$ cat src/rtl/iir_sos_pkg.sv
// Shared types and helpers for the time-multiplexed biquad cascade.
// Holds the FSM state encoding, the coefficient slot indices and the saturating truncation.
package iir_sos_pkg;

   typedef enum logic [2:0] {
      ST_IDLE,
      ST_B0,
      ST_B1,
      ST_B2,
      ST_A1,
      ST_A2,
      ST_DONE
   } sos_state_t;

   localparam int COEF_PER_SEC = 5;
   localparam int K_B0 = 0;
   localparam int K_B1 = 1;
   localparam int K_B2 = 2;
   localparam int K_A1 = 3;
   localparam int K_A2 = 4;

   // Floor-shift by frac, then clamp to a dw-bit signed range.
   // Supports accumulators up to 64 bits and sample widths up to 32 bits.
   function automatic logic signed [31:0] sat_trunc(input logic signed [63:0] v,
                                                    input int frac, input int dw);
      logic signed [63:0] sh;
      logic signed [63:0] hi;
      logic signed [63:0] lo;
      sh = v >>> frac;
      hi = (64'sd1 <<< (dw - 1)) - 64'sd1;
      lo = -hi - 64'sd1;
      if (sh > hi)
         sh = hi;
      else if (sh < lo)
         sh = lo;
      return 32'(sh);
   endfunction

endpackage

$ cat src/rtl/sos_sat_trunc.sv
// Converts an ACCW-bit accumulator with FRAC fractional bits into a saturated DW-bit sample.
module sos_sat_trunc
   import iir_sos_pkg::*;
#(
   parameter int ACCW = 36,
   parameter int DW   = 16,
   parameter int FRAC = 14
) (
   input  logic signed [ACCW-1:0] i_acc,
   output logic signed [DW-1:0]   o_y
);

   assign o_y = DW'(sat_trunc(64'(i_acc), FRAC, DW));

endmodule

$ cat src/rtl/iir_sos_cascade.sv
// Cascade of NSEC transposed-DF-II biquads sharing one multiplier and one accumulator.
// Each section takes five cycles (b0, b1, b2, a1, a2), and a sample is accepted only when idle.
module iir_sos_cascade
   import iir_sos_pkg::*;
#(
   parameter int DW   = 16,
   parameter int CW   = 16,
   parameter int FRAC = 14,
   parameter int ACCW = 36,
   parameter int NSEC = 4,
   localparam int NCOEF = COEF_PER_SEC * NSEC,
   localparam int AW    = $clog2(NCOEF)
) (
   input  logic                 CLK,
   input  logic                 RST,
   input  logic                 in_valid,
   output logic                 in_ready,
   input  logic signed [DW-1:0] in_data,
   output logic                 out_valid,
   output logic signed [DW-1:0] out_data,
   input  logic                 cfg_we,
   output logic                 cfg_ready,
   input  logic [AW-1:0]        cfg_addr,
   input  logic signed [CW-1:0] cfg_data,
   input  logic                 state_clr
);

   localparam int SW = (NSEC > 1) ? $clog2(NSEC) : 1;

   sos_state_t               r_state, w_state_nxt;
   logic [SW-1:0]            r_sec;
   logic signed [DW-1:0]     r_x, r_y, r_out;
   logic signed [ACCW-1:0]   r_acc;
   logic signed [ACCW-1:0]   r_z1 [NSEC];
   logic signed [ACCW-1:0]   r_z2 [NSEC];
   logic signed [CW-1:0]     r_coef [NCOEF];

   logic [2:0]               w_k;
   logic [AW-1:0]            w_cidx;
   logic signed [DW-1:0]     w_opnd;
   logic signed [CW-1:0]     w_coef;
   logic signed [DW+CW-1:0]  w_prod;
   logic signed [ACCW-1:0]   w_pext, w_acc_b0;
   logic signed [DW-1:0]     w_y;
   logic                     w_last;

   always_comb begin
      w_k = 3'(K_B0);
      case (r_state)
         ST_B1:   w_k = 3'(K_B1);
         ST_B2:   w_k = 3'(K_B2);
         ST_A1:   w_k = 3'(K_A1);
         ST_A2:   w_k = 3'(K_A2);
         default: w_k = 3'(K_B0);
      endcase
   end

   assign w_cidx   = AW'(COEF_PER_SEC * int'(r_sec) + int'(w_k));
   assign w_opnd   = (r_state == ST_A1 || r_state == ST_A2) ? r_y : r_x;
   assign w_coef   = r_coef[w_cidx];
   assign w_prod   = w_opnd * w_coef;
   assign w_pext   = ACCW'(w_prod);
   assign w_acc_b0 = w_pext + r_z1[r_sec];
   assign w_last   = (r_sec == SW'(NSEC - 1));

   sos_sat_trunc #(.ACCW(ACCW), .DW(DW), .FRAC(FRAC)) u_sat (
      .i_acc (w_acc_b0),
      .o_y   (w_y)
   );

   always_comb begin
      w_state_nxt = r_state;
      case (r_state)
         ST_IDLE: if (in_valid) w_state_nxt = ST_B0;
         ST_B0:   w_state_nxt = ST_B1;
         ST_B1:   w_state_nxt = ST_B2;
         ST_B2:   w_state_nxt = ST_A1;
         ST_A1:   w_state_nxt = ST_A2;
         ST_A2:   w_state_nxt = w_last ? ST_DONE : ST_B0;
         ST_DONE: w_state_nxt = ST_IDLE;
         default: w_state_nxt = ST_IDLE;
      endcase
   end

   always_ff @(posedge CLK) begin
      if (!RST)
         r_state <= ST_IDLE;
      else
         r_state <= w_state_nxt;
   end

   // z2 doubles as the holding register for x*b2: the old z2 is consumed in B1 before B2 overwrites it.
   always_ff @(posedge CLK) begin
      if (!RST) begin
         r_sec <= '0;
         r_x   <= '0;
         r_y   <= '0;
         r_acc <= '0;
         r_out <= '0;
         for (int i = 0; i < NSEC; i++) begin
            r_z1[i] <= '0;
            r_z2[i] <= '0;
         end
         for (int i = 0; i < NCOEF; i++) begin
            r_coef[i] <= '0;
            if (i % COEF_PER_SEC == K_B0) r_coef[i] <= CW'(1 << FRAC);
         end
      end else begin
         case (r_state)
            ST_IDLE: begin
               if (cfg_we && int'(cfg_addr) < NCOEF) r_coef[cfg_addr] <= cfg_data;
               if (state_clr) begin
                  for (int i = 0; i < NSEC; i++) begin
                     r_z1[i] <= '0;
                     r_z2[i] <= '0;
                  end
               end
               if (in_valid) begin
                  r_x   <= in_data;
                  r_sec <= '0;
               end
            end
            ST_B0: r_y <= w_y;
            ST_B1: r_acc <= w_pext + r_z2[r_sec];
            ST_B2: r_z2[r_sec] <= w_pext;
            ST_A1: r_z1[r_sec] <= r_acc + w_pext;
            ST_A2: begin
               r_z2[r_sec] <= r_z2[r_sec] + w_pext;
               if (w_last) begin
                  r_out <= r_y;
               end else begin
                  r_sec <= r_sec + 1'b1;
                  r_x   <= r_y;
               end
            end
            default: ;
         endcase
      end
   end

   assign in_ready  = (r_state == ST_IDLE);
   assign cfg_ready = in_ready;
   assign out_valid = (r_state == ST_DONE);
   assign out_data  = r_out;

endmodule

$ cat config.mk
export PLATFORM = sky130hd
export DESIGN_NAME = iir_sos_cascade
export DESIGN_NICKNAME = d
export VERILOG_FILES = /design/src/rtl/iir_sos_pkg.sv /design/src/rtl/sos_sat_trunc.sv /design/src/rtl/iir_sos_cascade.sv
export SDC_FILE = /design/constraint.sdc
export NUM_CORES = 2
export LEC_CHECK = 0
export ABC_AREA = 1
export CAP_MARGIN = 15
export CORE_MARGIN = 2
export CORE_UTILIZATION = 49
export DETAILED_ROUTE_END_ITERATION = 6
export GPL_ROUTABILITY_DRIVEN = 0
export HOLD_SLACK_MARGIN = 0.12
export PLACE_DENSITY = 0.73
export SLEW_MARGIN = 20
export SYNTH_ARGS = -nofsm -noshare
export SYNTH_HDL_FRONTEND = slang
export SYNTH_SLANG_ARGS = --single-unit
export TNS_END_PERCENT = 10
$ cat constraint.sdc
create_clock -name CLK -period 21.1 [get_ports CLK]
set_clock_uncertainty 0.1 [all_clocks]
set_input_delay 3.165 -clock CLK [delete_from_list [all_inputs] [get_ports CLK]]
set_output_delay 3.165 -clock CLK [all_outputs]
set_load 0.02 [all_outputs]
Word level (Yosys, flattened, before mapping)
Memories as Yosys holds them, arrays and structs flattened. A register that Yosys moved wholly into a read port is not among the register bits.
Cells that the tools add are included.

cells by class
  equality and inequality tests = 9
  multipliers = 2
  reduce and logical (&&, ||, !) cells = 9
  bitwise logic cells = 13
  add/sub/neg operators = 5
  order comparisons = 3
  multiplexer cells = 57

operator list
  operator                                               count
  2-to-1 mux 36 bit                                      11
  2-to-1 mux 16 bit                                      10
  adder 36 x 32 -> 36 bit                                2
  OR reduction 36 bit                                    2
  adder 32 x 36 -> 36 bit                                1
  multiplier 16 x 16 -> 32 bit                           1
  case mux 16 bit (2 select lines)                       1
  > comparator 22 x 16 -> 1 bit (second input constant)  1
  < comparator 22 x 16 -> 1 bit (second input constant)  1
  2-to-1 mux 1 bit                                       21
  case mux 3 bit (6 select lines)                        1
  2-to-1 mux 2 bit                                       8
  OR reduction 16 bit                                    1
  OR 1 bit                                               13
  case mux 3 bit (4 select lines)                        1
  == test 3 bit (second input constant)                  3
  == test 3 x 2 -> 1 bit (second input constant)         2
  2-to-1 mux 3 bit                                       2
  adder 5 x 3 -> 5 bit                                   1
  < comparator 5 bit (second input constant)             1
  multiplier 3 x 2 -> 5 bit (first input constant)       1
  2-to-1 mux 5 bit                                       1
  inequality test 2 bit (second input constant)          2
  case mux 2 bit (2 select lines)                        1
  other kinds (9)                                        9

word-level totals
  memories = 3
  register bits = 89
  logic and storage cells = 107
  memory bits (writable) = 608
  output and inout port bits = 19
  input port bits = 42

memory list
  name    depth  bits a word  rd ports  clocked after memory_dff  wr ports  RTL line               RTL
  r_coef  20     16           1         0                         20        iir_sos_cascade.sv:36  logic signed [CW-1:0] r_coef [NCOEF];
  r_z1    4      36           1         1                         4         iir_sos_cascade.sv:34  logic signed [ACCW-1:0] r_z1 [NSEC];
  r_z2    4      36           1         1                         4         iir_sos_cascade.sv:35  logic signed [ACCW-1:0] r_z2 [NSEC];

Longest topological paths before layout
An unclocked memory read counts as a cell.

  word-level depth = 9
  gate-level depth with buffers = 62
  mapped depth without buffers = 56

Modules after synthesis
From an unflattened synthesis, not the netlist that was laid out.

unflattened totals
  cell total of the unflattened synthesis = 5644
  area total of the unflattened synthesis = 53490.1 µm²

modules (own cells, without submodules)
  module           area each (µm²)  instances  sequential area each (µm²)  cells each
  iir_sos_cascade  53298.6          1          25844.8                     5598
  sos_sat_trunc    191.4            1          0.0                         46

Least setup slack after synthesis
OpenSTA, ideal clock, no wires.

  kind = register to register
  start point = register r_state[0]
  end point = memory r_z1[3][35], data pin
  data arrival time = 10.275 ns
  required time = 20.738 ns
  setup time = 0.262 ns
  slack = 10.463 ns
  period minus slack after synthesis = 10.637 ns
  stages on the path, launching flop included = 52
  cell sequence = dfxtp_1 inv_1 nor2_2 nand2_2 inv_1 clkbuf_1 clkbuf_1 ha_1 inv_1 fa_1 clkinv_1 clkbuf_1 clkbuf_1 a221oi_1 o31ai_1 nand2_1 nand2_1 clkbuf_1 (+16 left out) nand3_1 a21oi_1 o31ai_1 a211oi_1 xnor2_1 ha_1 nand2_1 nor4_1 nand4_1 nand2_1 nand3_1 o211ai_1 nand4_1 nand2_1 inv_1 o21ai_1 xor2_1 nor2_1

RTL lines
  what                    RTL line               RTL
  start, declared         iir_sos_cascade.sv:30  sos_state_t r_state, w_state_nxt;
  start signal, assigned  iir_sos_cascade.sv:89  r_state <= w_state_nxt;
  end, declared           iir_sos_cascade.sv:34

Worst setup path after layout
  start point = register r_state[0]
  end point = register r_y[4]

between the ends
  word-level cells in the longest chain between the ends = 9

ends and longest elaborated chain
  what                                                     RTL line                                      RTL
  == test 3 bit or == test 3 x 2 -> 1 bit (tied branches)  iir_sos_cascade.sv:49, iir_sos_cascade.sv:59
  case mux 3 bit (4 select lines)                          iir_sos_cascade.sv:49                         case (r_state)
  adder 5 x 3 -> 5 bit                                     iir_sos_cascade.sv:58                         assign w_cidx = AW'(COEF_PER_SEC * int'(r_sec) + int'(w_k));
  memory read (20 x 16 bit)                                -
  multiplier 16 x 16 -> 32 bit                             iir_sos_cascade.sv:61                         assign w_prod = w_opnd * w_coef;
  adder 32 x 36 -> 36 bit                                  iir_sos_cascade.sv:63                         assign w_acc_b0 = w_pext + r_z1[r_sec];
  < comparator 22 x 16 -> 1 bit                            iir_sos_pkg.sv:34                             else if (sh < lo)
  2-to-1 mux 16 bit                                        iir_sos_pkg.sv:34
  2-to-1 mux 16 bit                                        iir_sos_pkg.sv:32                             if (sh > hi)
  end signal, assigned                                     iir_sos_cascade.sv:123                        ST_B0: r_y <= w_y;
  end, declared                                            iir_sos_cascade.sv:32                         logic signed [DW-1:0] r_x, r_y, r_out;

Several ways; a longest one is shown, not always the timed one.
A chain may end at the register's enable or synchronous reset.

==> metrics.md <==
| Metric | Value |
|---|---|
| Status | complete, no violations |
| DRC | 0 |
| TritonRoute pass-1 iters | 6 |
| Vias per inst | about 5.8 |
| Hold endpoint | out_data[13]$_SDFFE_PN0P_ |
| Top cells by area, synth | edfxtp_1 45%, fa_1 10%, nor2_1 7.3% |
| Nets | 6230 |
| Area of the multi-input gates | approximately 25000 um2 |
| R2R setup slack | slightly below 7 ns |
| Syn_area_per_cell | between 9 and 10 um2 |
| H-tree levels | 3 |
| Num Clock Sinks | just under 900 |
| CTS buffer count | 93 |
| Max Buffers Root-to-Sink | 3 |
| Die width | 332 um |
| Total track usage | between 20% and 30% |
| IO Count | 61 |
| FF-to-FF End | r_y[4]$_SDFFE_PN0P_ |
| Async set-reset flop share out of synthesis | 0% |
| Clk pin slew, worst setup/hold paths | around 0.06 ns |
| Min cycle time layout | between 10 and 15 ns |
| Max Slew Vio Count | 0 |
| Crit-path max FO | 63 |
| Register Area | between 20000 and 30000 um2 |
| Critical R2R Launch | r_state[0]$_SDFFE_PN0N_ |
| FF+latch count, synth | about 890 |
| Fin crit share | between 60% and 70% |
| Slowest stage delay, CP | between 0.7 and 0.8 ns |
| Unique masters post-synth | just under 60 |
| CTS root buffer | clkbuf_16 |
| Final antenna-violating net count | 0 |
| Ys Warns | 0 |
| Setup Buffers After CTS | 0 |
| Reg2reg path depth | 47 |
| Unrepaired setup endpoints after global routing | no |
| Max_slew headroom | approximately 14% |
| Syn Inst Count | 5611 |
| Wire per inst | roughly 20 um |
| Cell area after synthesis | about 53000 um2 |
| Vias in the first global route | between 40000 and 50000 |
| Worst-margin pin slew | between 1 and 1.5 ns |
| Seq/Total Area, Yosys | between 40 and 50% |
| CTS tree | yes |
| Max cap viols | 0 |
| Routed WL | roughly 150 mm |
| First-pass GRT wire length | between 200 and 250 mm |
| Arr. time, crit path | about 15 ns |
| Worst min path class | reg2reg |
| Via Count | about 42000 |
| GRT Residual Overflow | 0 |
| Post-synth EDFFs | 800 |
| Hold Path Depth | 2 |
| Critical path launch point type | flop |
| Die area | around 110000 um2 |
| Main synth FF type | edfxtp_1 |
| Drt first-iter violations | 5169 |
| Syn-to-layout area delta | 10.5% |
| Core area | about 110000 um2 |
| Final setup fails | 0 |
| Critical Path RT | roughly 22 ns |
| Clk Latency, worst-skew pair | roughly 0.7 ns |
| Synth top cells by count | 1032 x nor2_1, 980 x nand2_1, 800 x edfxtp_1 |
| Final hold violation count | 0 |
| Fmax | around 70 MHz |
| Area share of the largest cell type after synthesis | a little under half |
| Dominant cell by count in the synthesized netlist | nor2_1 |
| FP Rows | 120 |
| Fill cells | approximately 9200 |
| Hold Buf Count CTS | 0 |
| Worst path most repeated cell | inv_1 |
| Post-CTS Resized | 0 |
| Layout cells sized above 1 | approximately 5.0% |
| HPWL Detailed | 98.6 mm |
| Hold_sp | out_data[13]$_SDFFE_PN0P_ |
| Setup Total Neg Slack | 0 ns |
| Largest net degree at the start of global routing | roughly 170 |
| Slowest-stage cell, CP | o31ai_1 |
| Crit end category | flop |
| IO Port Bufs | 60 |
| Die height | about 330 um |
| Cell taking the most area after synthesis | edfxtp_1 |
| Critical path type | reg2reg |
| Initial Util | about 49% |
| Initial antenna violation count | 4 |
cell families (layout without fill, tap and decap cells):
| logic type | after synthesis | count (layout) | share of synthesized area, % |
|---|---|---|---|
| xor+xnor | 119 | 119 | 2.00 |
| other cells | 1 | 193 | 0.00709 |
| flops | 891 | 891 | 48.9 |
| compound gates | 1033 | 1033 | 11.6 |
| fa+ha+maj | 456 | 456 | 14.6 |
| mux | 2 | 2 | 0.0379 |
| buf+inv | 866 | 872 | 6.23 |
| simple gates | 2243 | 2243 | 16.7 |
cell type report:
type,count,area share [%]
Inverter,582,3.76
Clock inverter,51,0.940
Antenna cell,1,0.00428
Sequential cell,891,44.2
Timing Repair Buffer,119,1.80
Clock buffer,120,4.28
Tap cell,1403,3.00
Multi-Input combinational cell,4045,42.0
layout by cell type, fill, tap and decap left out, types with 8 or more instances in the layout:
cell and instances:
nand3_1 133, a21o_1 9, xnor2_1 55, clkdlybuf4s50_1 59
o31ai_1 11, xor2_1 60, a221oi_1 34, clkbuf_16 95
buf_4 58, nand2_1 979, clkinv_1 27, nand2_2 31
clkinv_2 16, o21ai_1 35, a21oi_2 12, clkbuf_1 22
nor2_1 1031, a32o_1 10, nand4_1 14, edfxtp_1 800
or2_2 11, o221ai_1 8, dfxtp_1 89, inv_1 557
a211oi_1 38, a22oi_1 42, nor3_1 14, conb_1 192
inv_2 9, o21ai_0 262, o22ai_1 70, fa_1 265
o311ai_0 29, a31oi_1 18, ha_1 188, o21bai_1 20
a21oi_1 378, o211ai_1 33
state kept, by name, indices dropped and copies added, names as in the netlist, named ones only:
signal,flops
out_data,16
r_acc,36
r_coef,512
r_sec,2
r_state,3
r_x,16
r_y,16
r_z1,144
r_z2,144
stage by stage:
stage	cell area (um2)	cells	hold WS, ns	util [%]	setup WS, ns
global route	58400	7212	0.376	54.6	6.15
detailed placement	55400	7040	0.353	51.7	7.21
floorplan	53600	5802	0.338	-	10.46
CTS	58400	7211	0.361	54.6	7.20
finish	58400	7212	0.359	54.6	6.83
global placement	55400	7040	0.348	51.7	7.47
per-layer routing:
| layer | routed length [um] | share of wire (%) | GRT usage (%) | vias up |
|---|---|---|---|---|
| met1 | 58300 | 39 | 36.2 | 20187 |
| met3 | 15900 | 11 | 5.33 | 381 |
| met2 | 67700 | 46 | 41.6 | 2245 |
| li1 | - | - | - | 18840 |
| met4 | 6790 | 4.6 | 11.8 | 2 |
| met5 | 13 | 0.0087 | 0 | - |
worst max path at each step:
stage | startpoint | to
2_1_floorplan | r_state[0]$_SDFFE_PN0N_ | r_z1[3][35]$_SDFFCE_PN0P_
3_3_place_gp | r_state[0]$_SDFFE_PN0N_ | r_y[3]$_SDFFE_PN0P_
3_5_place_dp | r_state[0]$_SDFFE_PN0N_ | r_y[2]$_SDFFE_PN0P_
4_1_cts | r_state[0]$_SDFFE_PN0N_ | r_y[2]$_SDFFE_PN0P_
5_1_grt | r_state[0]$_SDFFE_PN0N_ | r_y[0]$_SDFFE_PN0P_
6_report | r_state[0]$_SDFFE_PN0N_ | r_y[4]$_SDFFE_PN0P_
worst max-delay path: cells and delay by family (launching register included):
family	cells	cell delay, ns
adder cells (fa/ha/maj)	10	4.79
buffers and inverters	14	3.39
AND/OR/NAND/NOR	17	3.64
flip-flops	1	0.37
AO/OA/AOI/OAI	6	1.74
Power is not shown: default switching activity piles up to over one toggle a cycle in this logic, so the estimate is an artifact.
